File: config.mk
export PLATFORM = sky130hd
export DESIGN_NAME = wb_stage
export DESIGN_NICKNAME = d
export VERILOG_FILES = /design/src/rtl/wb_stage.sv
export SDC_FILE = /design/constraint.sdc
export NUM_CORES = 1
export LEC_CHECK = 0
export ABC_CLOCK_PERIOD_IN_PS = 3340
export CAP_MARGIN = 20
export CORE_MARGIN = 3
export CORE_UTILIZATION = 48
export DETAILED_ROUTE_END_ITERATION = 7
export HOLD_SLACK_MARGIN = 0.02
export PLACE_DENSITY = 0.86
export SLEW_MARGIN = 20
export SYNTH_ARGS = -nofsm -noshare
export SYNTH_HDL_FRONTEND = slang
export SYNTH_SLANG_ARGS = --single-unit
File: constraint.sdc
create_clock -name clock -period 3.34 [get_ports clock]
set_input_delay 0.501 -clock clock [delete_from_list [all_inputs] [get_ports clock]]
set_output_delay 0.501 -clock clock [all_outputs]
set_load 0.01 [all_outputs]
File: src/rtl/wb_stage.sv
// wb_stage: writeback pipeline register, result select, load alignment and retire counter
module wb_stage (
  input  logic        clock,
  input  logic        reset_n,
  input  logic        ex_valid,
  input  logic        ex_flush,
  input  logic        ex_reg_wr,
  input  logic [4:0]  ex_rd,
  input  logic [1:0]  ex_wb_sel,
  input  logic [2:0]  ex_funct3,
  input  logic [31:0] ex_alu_result,
  input  logic [31:0] ex_pc,
  input  logic [31:0] ex_csr_rdata,
  input  logic [31:0] mem_rdata,
  output logic        rf_enable,
  output logic [4:0]  rf_rd,
  output logic [31:0] rf_writedata,
  output logic        fwd_valid,
  output logic [4:0]  fwd_rd,
  output logic [31:0] fwd_data,
  output logic [31:0] instret
);
  logic        wb_valid;
  logic        reg_wr;
  logic [4:0]  rd;
  logic [1:0]  wb_sel;
  logic [2:0]  funct3;
  logic [31:0] alu_result;
  logic [31:0] pc;
  logic [31:0] csr_rdata;
  logic [31:0] instret_q;
  logic [7:0]  load_byte;
  logic [15:0] load_half;
  logic [31:0] load_data;
  always_ff @(posedge clock or negedge reset_n) begin
    if (!reset_n) begin
      wb_valid   <= 1'b0;
      reg_wr     <= 1'b0;
      rd         <= 5'd0;
      wb_sel     <= 2'd0;
      funct3     <= 3'd0;
      alu_result <= 32'd0;
      pc         <= 32'd0;
      csr_rdata  <= 32'd0;
      instret_q  <= 32'd0;
    end else begin
      wb_valid   <= ex_valid & ~ex_flush;
      reg_wr     <= ex_reg_wr;
      rd         <= ex_rd;
      wb_sel     <= ex_wb_sel;
      funct3     <= ex_funct3;
      alu_result <= ex_alu_result;
      pc         <= ex_pc;
      csr_rdata  <= ex_csr_rdata;
      instret_q  <= instret_q + {31'd0, wb_valid};
    end
  end
  always_comb begin
    load_byte    = 8'(mem_rdata >> {alu_result[1:0], 3'b000});
    load_half    = alu_result[1] ? mem_rdata[31:16] : mem_rdata[15:0];
    load_data    = funct3 == 3'b000 ? {{24{load_byte[7]}}, load_byte} :
                   funct3 == 3'b100 ? {24'd0, load_byte} :
                   funct3 == 3'b001 ? {{16{load_half[15]}}, load_half} :
                   funct3 == 3'b101 ? {16'd0, load_half} : mem_rdata;
    rf_enable    = wb_valid & reg_wr & (rd != 5'd0);
    rf_rd        = rd;
    rf_writedata = wb_sel == 2'd0 ? alu_result :
                   wb_sel == 2'd1 ? load_data :
                   wb_sel == 2'd2 ? pc + 32'd4 : csr_rdata;
    fwd_valid    = rf_enable;
    fwd_rd       = rf_rd;
    fwd_data     = rf_writedata;
    instret      = instret_q;
  end
endmodule

==> results.yml, run 1 <==
cts:
  clock_sinks: 140
  cts_buffers: 17
  clockBufferDepth: 2
  clock_latency_ps: 420
  hold_buffers: 0
  cts-root-buf: "clkbuf_16"
  ctsHtreeMaxLevel: 4
  cts_tree: "built"
  cts.clk_slew.worst_paths_ps: 60
critical_path:
  path_max_fanout: 7
  crit_arrival_ps: 2800
  critical_path_class: "input port to primary output"
  crit_required_ps: 2840
  endpoint_kind: "primary output"
  crit_path_start_kind: "input port"
pwr:
  pwr-share-comb: 0.191
  clockPowerShare: 0.385
  vdd_drop_max_uv: 433.2
  sequentialPowerShare: 0.424
  swShare: 0.2599
  switchingPower_uw: 1169
  power_density_mw_per_mm2: 457.4
  p_leak_uw: 0.004151
  p_int_uw: 3328
sta:
  clock_skew_ps: 2.651
  setup_violations: 0
  rsz0062_at_grt: "yes"
  setup_ws_ps: 36.51
  relSlewSlack: 0.3720
  slew_viol_final: 0
  whs_ps: 213.5
  finalCritPeriodShare: 0.9891
  fin_crit_ps: 3303
  worstMarginPinSlew_ps: 942.0
  finalHoldViolCount: 0
  fmax_mhz: 302.7
logic_synthesis:
  synthArstFlopShare: 1.000
  syn_area_mm2: 0.006694
  ys_seq_area_frac: 0.5234
  synth_area_per_cell_um2: 11.29
  yosysMostFrequentCell: "dfrtp_1"
  yosys_warnings: 0
  synthTopCellsByArea: "dfrtp_1 52%, buf_4 4.4%, xnor2_1 3.8%"
  yosys.area.top_type_share: 0.5234
  syn_inst: 593
  synth-edff-count: 0
  synth_seq_cells: 140
  yosys_most_used_dff: "dfrtp_1"
  ys_types: 69
  synthTopCellsByCount: "140 x dfrtp_1, 45 x nor2_1, 39 x buf_4"
  synth_area_leader_cell: "dfrtp_1"
  synthesis.nets: 739
cells_and_area:
  drive_above_1_share: 0.1365
  area_growth_pct: 46.84
  fill_cells: 894
  finalNonFillerCells: 1004
  nets: 962
  fin_util: 0.7307
  num_antenna_cells: 0
detailed_routing:
  ant_nets: 0
  wl_mm: 22.04
  via_per_inst: 5.964
  wl_per_cell_um: 21.95
  first_pass_iters: 6
  drtIter0Drc: 677
  vias: 5988
  remaining_drc_errors: 0
flow_run:
  maxCapViolCount: 0
status:
  status: "finished, final reports clean"
global_routing:
  overflow: 0
  grt_pass1_wl_mm: 32.10
  grt_pass1_vias: 6031
  grt_usage: 0.2783
  antenna_found_initial: 2
  grt_max_degree: 107
die:
  row_count: 42
  io_pins: 251
  die_w_um: 124.1
  initial_core_util: 0.4976
  die_h_um: 124.1
  core_mm2: 0.01345
  dieArea_mm2: 0.01540
placement:
  post-place-ws_ps: -1.072
  dp.cells: 968
  port_buffers: 250
  dpl.hpwl_mm: 16.14
  gp_congestion: 1.011
worst_hold_path:
  hold_class: "input port to async pin"
-- metal layers --
| metal | up-vias | wire length [um] | global-route usage |
|---|---|---|---|
| met3 | 96 | 2740 | 0.1004 |
| met2 | 434 | 10570 | 0.4530 |
| li1 | 2568 | - | - |
| met4 | 4 | 1069 | 0.1485 |
| met5 | - | 33 | 0 |
| met1 | 2886 | 7630 | 0.3216 |
-- registers in the layout (all words and copies together) (netlist names) --
name        count
csr_rdata      32
alu_result     32
instret        32
fwd_rd          5
wb_sel          2
reg_wr          1
funct3          3
pc             32
wb_valid        1
-- area by class of cell --
type                            instances  area (um2)  area share
Tap cell                              176       220.2     0.02240
Multi-Input combinational cell        377        2821      0.2870
Sequential cell                       140        3513      0.3574
Clock buffer                           22       464.2     0.04723
Timing Repair Buffer                  270        2700      0.2747
Clock inverter                          9       72.57    0.007383
Inverter                               10       37.54    0.003819
-- power groups by stage --
| stage | combinational [uW] | sequential (uW) | clock (uW) |
|---|---|---|---|
| after CTS | 846 | 1900 | 1750 |
| after detailed placement | 841 | 1930 | 0 |
| final | 858 | 1910 | 1730 |
| after floorplan | 355 | 1910 | 0 |
| after global routing | 909 | 1920 | 1830 |
| after global placement | 824 | 1920 | 0 |
-- logic make-up after synthesis --
| family | count (synthesis) | share of synthesized area |
|---|---|---|
| and+or+nand+nor | 176 | 0.1508 |
| buffers and inverters | 76 | 0.06710 |
| muxes | 13 | 0.03439 |
| AOI/OAI and AO/OA | 130 | 0.1467 |
| adders and majority gates | 3 | 0.005608 |
| DFF | 140 | 0.5234 |
| xor gates and xnor gates | 55 | 0.07196 |
-- worst paths after layout --
path / from / endpoint / slack (ps) / depth (start not counted)
worst max register to register: instret[0] / instret[28] / 1550 / 6
worst min register to register: instret[31] / instret[31] / 480 / 1
worst min-delay path: reset_n / csr_rdata[0] / 210 / 1
max in group asynchronous: reset_n / instret[7] / 2290 / 2
worst max-delay path: mem_rdata[31] / fwd_data[19] / 40 / 7
min in group clock: instret[31] / instret[31] / 480 / 1
-- per-stage QoR --
| step | cell area [um2] | total power, uW | TNS, ps |
|---|---|---|---|
| after floorplan | 6694 | 2260 | 0 |
| after global placement | 9134 | 2740 | 0 |
| after detailed placement | 9134 | 2767 | -1.072 |
| after CTS | 9694 | 4494 | -34.29 |
| after global routing | 9829 | 4658 | -179.4 |
| final | 9829 | 4496 | 0 |
-- timing repair --
action / 4_1_cts / 5_1_grt
pin swaps: 1 / 2
buffers inserted: 2 / 3
gates resized for setup: 7 / 32
endpoints found under the setup margin: 25 / 39
-- critical path, cell delays in order --
cell and delay (ps):
clkdlybuf4s50_1 470, mux4_2 560, buf_4 170, a21oi_4 240
o2bb2ai_1 180, o22ai_1 150, clkdlybuf4s50_1 530
-- placed cells by master, fill, tap and decap left out, types with 9 or more instances in the layout --
master           count
clkdlybuf4s50_1    231
nor2_1              45
o22ai_1             11
nor4_1               9
clkbuf_16           17
o21ai_0             31
a21oi_1             11
nand2_1             34
nand3_1             23
xnor2_1             29
dfrtp_1            134
nand4_1             13
buf_4               19
dlymetal6s2s_1      15
xor2_1              26
Power figures use the tool's default switching activity.
==> run 2, diff against run 1 <==
- CORE_UTILIZATION: 48 -> 25
- PLACE_DENSITY: 0.86 -> default
- SKIP_CTS_REPAIR_TIMING: default -> 1
==> run 2 against run 1 <==
Combinational power is 2.8% higher. Cell area grew 4.8%. Via count decreased by 7.0%. Register-to-register slack improved by 30 ps. Routed wire length up 7.0%. Setup slack better by 44 ps. Core utilization down 34 points. Hold slack worse by 170 ps. Clock power grew 9.8%. First-iteration DRC count fell by 53%. Sequential share of layout area shrank 1.7 points. Largest cell class unchanged.
==> results.yml, run 2 (synthesis gave the netlist of run 1 again) <==
status:
  status: "finished, final reports clean"
sta:
  setup_ws_ps: 80.12
  slew_viol_final: 0
  finalCritPeriodShare: 0.9760
  fmax_mhz: 306.8
  setup_violations: 0
  tns_ps: 0
  worstMarginPinSlew_ps: 577.1
  clock_skew_ps: 11.14
  relSlewSlack: 0.6144
  fin_crit_ps: 3260
  finalHoldViolCount: 0
cts:
  cts-root-buf: "clkbuf_16"
  clock_latency_ps: 420
  cts_buffers: 17
  cts_tree: "built"
  clock_sinks: 140
  ctsHtreeMaxLevel: 4
  cts.clk_slew.worst_paths_ps: 70
  clockBufferDepth: 2
detailed_routing:
  wl_per_cell_um: 19.99
  wl_mm: 23.59
  via_per_inst: 4.719
  remaining_drc_errors: 0
  first_pass_iters: 5
  ant_nets: 0
  drtIter0Drc: 318
  vias: 5568
global_routing:
  grt_max_degree: 69
  overflow: 0
  grt_pass1_wl_mm: 35.13
  grt_pass1_vias: 5902
  antenna_found_initial: 6
  grt_usage: 0.1618
cells_and_area:
  drive_above_1_share: 0.1554
  finalInstanceArea_mm2: 0.01030
  area_growth_pct: 53.94
  seqCellArea_mm2: 0.003507
  layout_common_cells: "218 x clkdlybuf4s50_1, 137 x dfrtp_1, 44 x nor2_1"
  nets: 976
  layout_commonest_cell: "clkdlybuf4s50_1"
  fill_cells: 2510
  multiInputGateArea_mm2: 0.002863
die:
  io_pins: 251
  die_w_um: 169.6
  core_mm2: 0.02621
  row_count: 59
  dieArea_mm2: 0.02877
  initial_core_util: 0.2554
  die_h_um: 169.6
critical_path:
  r2r_start: "instret[0]"
  r2r_end: "instret[28]"
  crit_path_start_kind: "input port"
  crit_arrival_ps: 2760
  rrSetupSlack_ps: 1580
  endpoint_kind: "primary output"
  path_max_fanout: 3
  ff2ff_path_depth: 6
  crit_required_ps: 2840
  critical_path_class: "input port to primary output"
placement:
  gp_congestion: 0.8662
  post-place-ws_ps: -100.2
  dpl_cell_area_mm2: 0.009470
  port_buffers: 250
  dpl.hpwl_mm: 17.84
pwr:
  power_density_mw_per_mm2: 453.5
  pwr-share-comb: 0.189
  clockPowerShare: 0.407
  swShare: 0.2672
  vdd_drop_max_uv: 393.2
  p_int_uw: 3425
  fin_total_pwr_uw: 4674
  sequentialPowerShare: 0.404
  p_leak_uw: 0.004415
  switchingPower_uw: 1249
flow_run:
  maxCapViolCount: 0
worst_hold_path:
  hold_class: "input port to async pin"
## run 2: cell count changes in the layout (fill, tap and decap cells not counted), sizes merged, moves of 2 or more
cell and change:
inv +3, clkinv -3, dlymetal6s2s +16, diode +2, clkdlybuf4s50 -13, buf +14, dlygate4sd2 -3
## run 2: routing by layer
layer | track usage | vias up | routed length, um
li1 | - | 2597 | -
met1 | 0.1997 | 2726 | 9707
met2 | 0.2653 | 211 | 11330
met3 | 0.06709 | 24 | 2238
met4 | 0.03734 | 10 | 245
met5 | 0 | - | 65
## run 2: stage by stage
stage / hold slack (ps) / utilization / instances
2_1_floorplan: 205.4 / - / 593
3_3_place_gp: 464.7 / 0.3614 / 1142
3_5_place_dp: 463.7 / 0.3614 / 1142
4_1_cts: 62.52 / 0.3838 / 1174
5_1_grt: 64.23 / 0.3931 / 1179
6_report: 41.40 / 0.3932 / 1180
## run 2: final cells by class
type                    count  area share
diodes                      2   0.0004857
repair buffers            284      0.2801
multi-input cells         377      0.2778
well taps                 335     0.04068
clock buffers              21     0.04371
flip-flops and latches    140      0.3403
clock inverters            11     0.01323
inverters                  10    0.003643
## run 2: power by group through the flow
stage | registers, uW | clock network (uW) | logic, uW
floorplan | 1910 | 0 | 355
global placement | 1910 | 0 | 870
detailed placement | 1910 | 0 | 876
CTS | 1890 | 1970 | 883
global route | 1900 | 2030 | 947
finish | 1890 | 1900 | 882
## run 2: worst max path at each step
stage	endpoint	slack, ps	start
6_report	fwd_data[27]	80	mem_rdata[31]
5_1_grt	rf_writedata[20]	-20	pc[2]
4_1_cts	fwd_data[5]	-130	alu_result[1]
3_5_place_dp	rf_writedata[27]	-100	mem_rdata[31]
3_3_place_gp	rf_writedata[27]	-40	mem_rdata[31]
2_1_floorplan	rf_writedata[20]	980	mem_rdata[31]
## run 2: critical path, stage by stage
cell and delay, ps:
clkdlybuf4s50_1 440, mux4_2 550, nand2_2 140, nor2_1 100
a221oi_2 300, o221ai_2 200, clkdlybuf4s50_1 530
==> run 3, diff against run 2 <==
- GPL_ROUTABILITY_DRIVEN: default -> 0
==> results of run 3 <==
Final layout, timing and power as in run 2 (identical DEF).
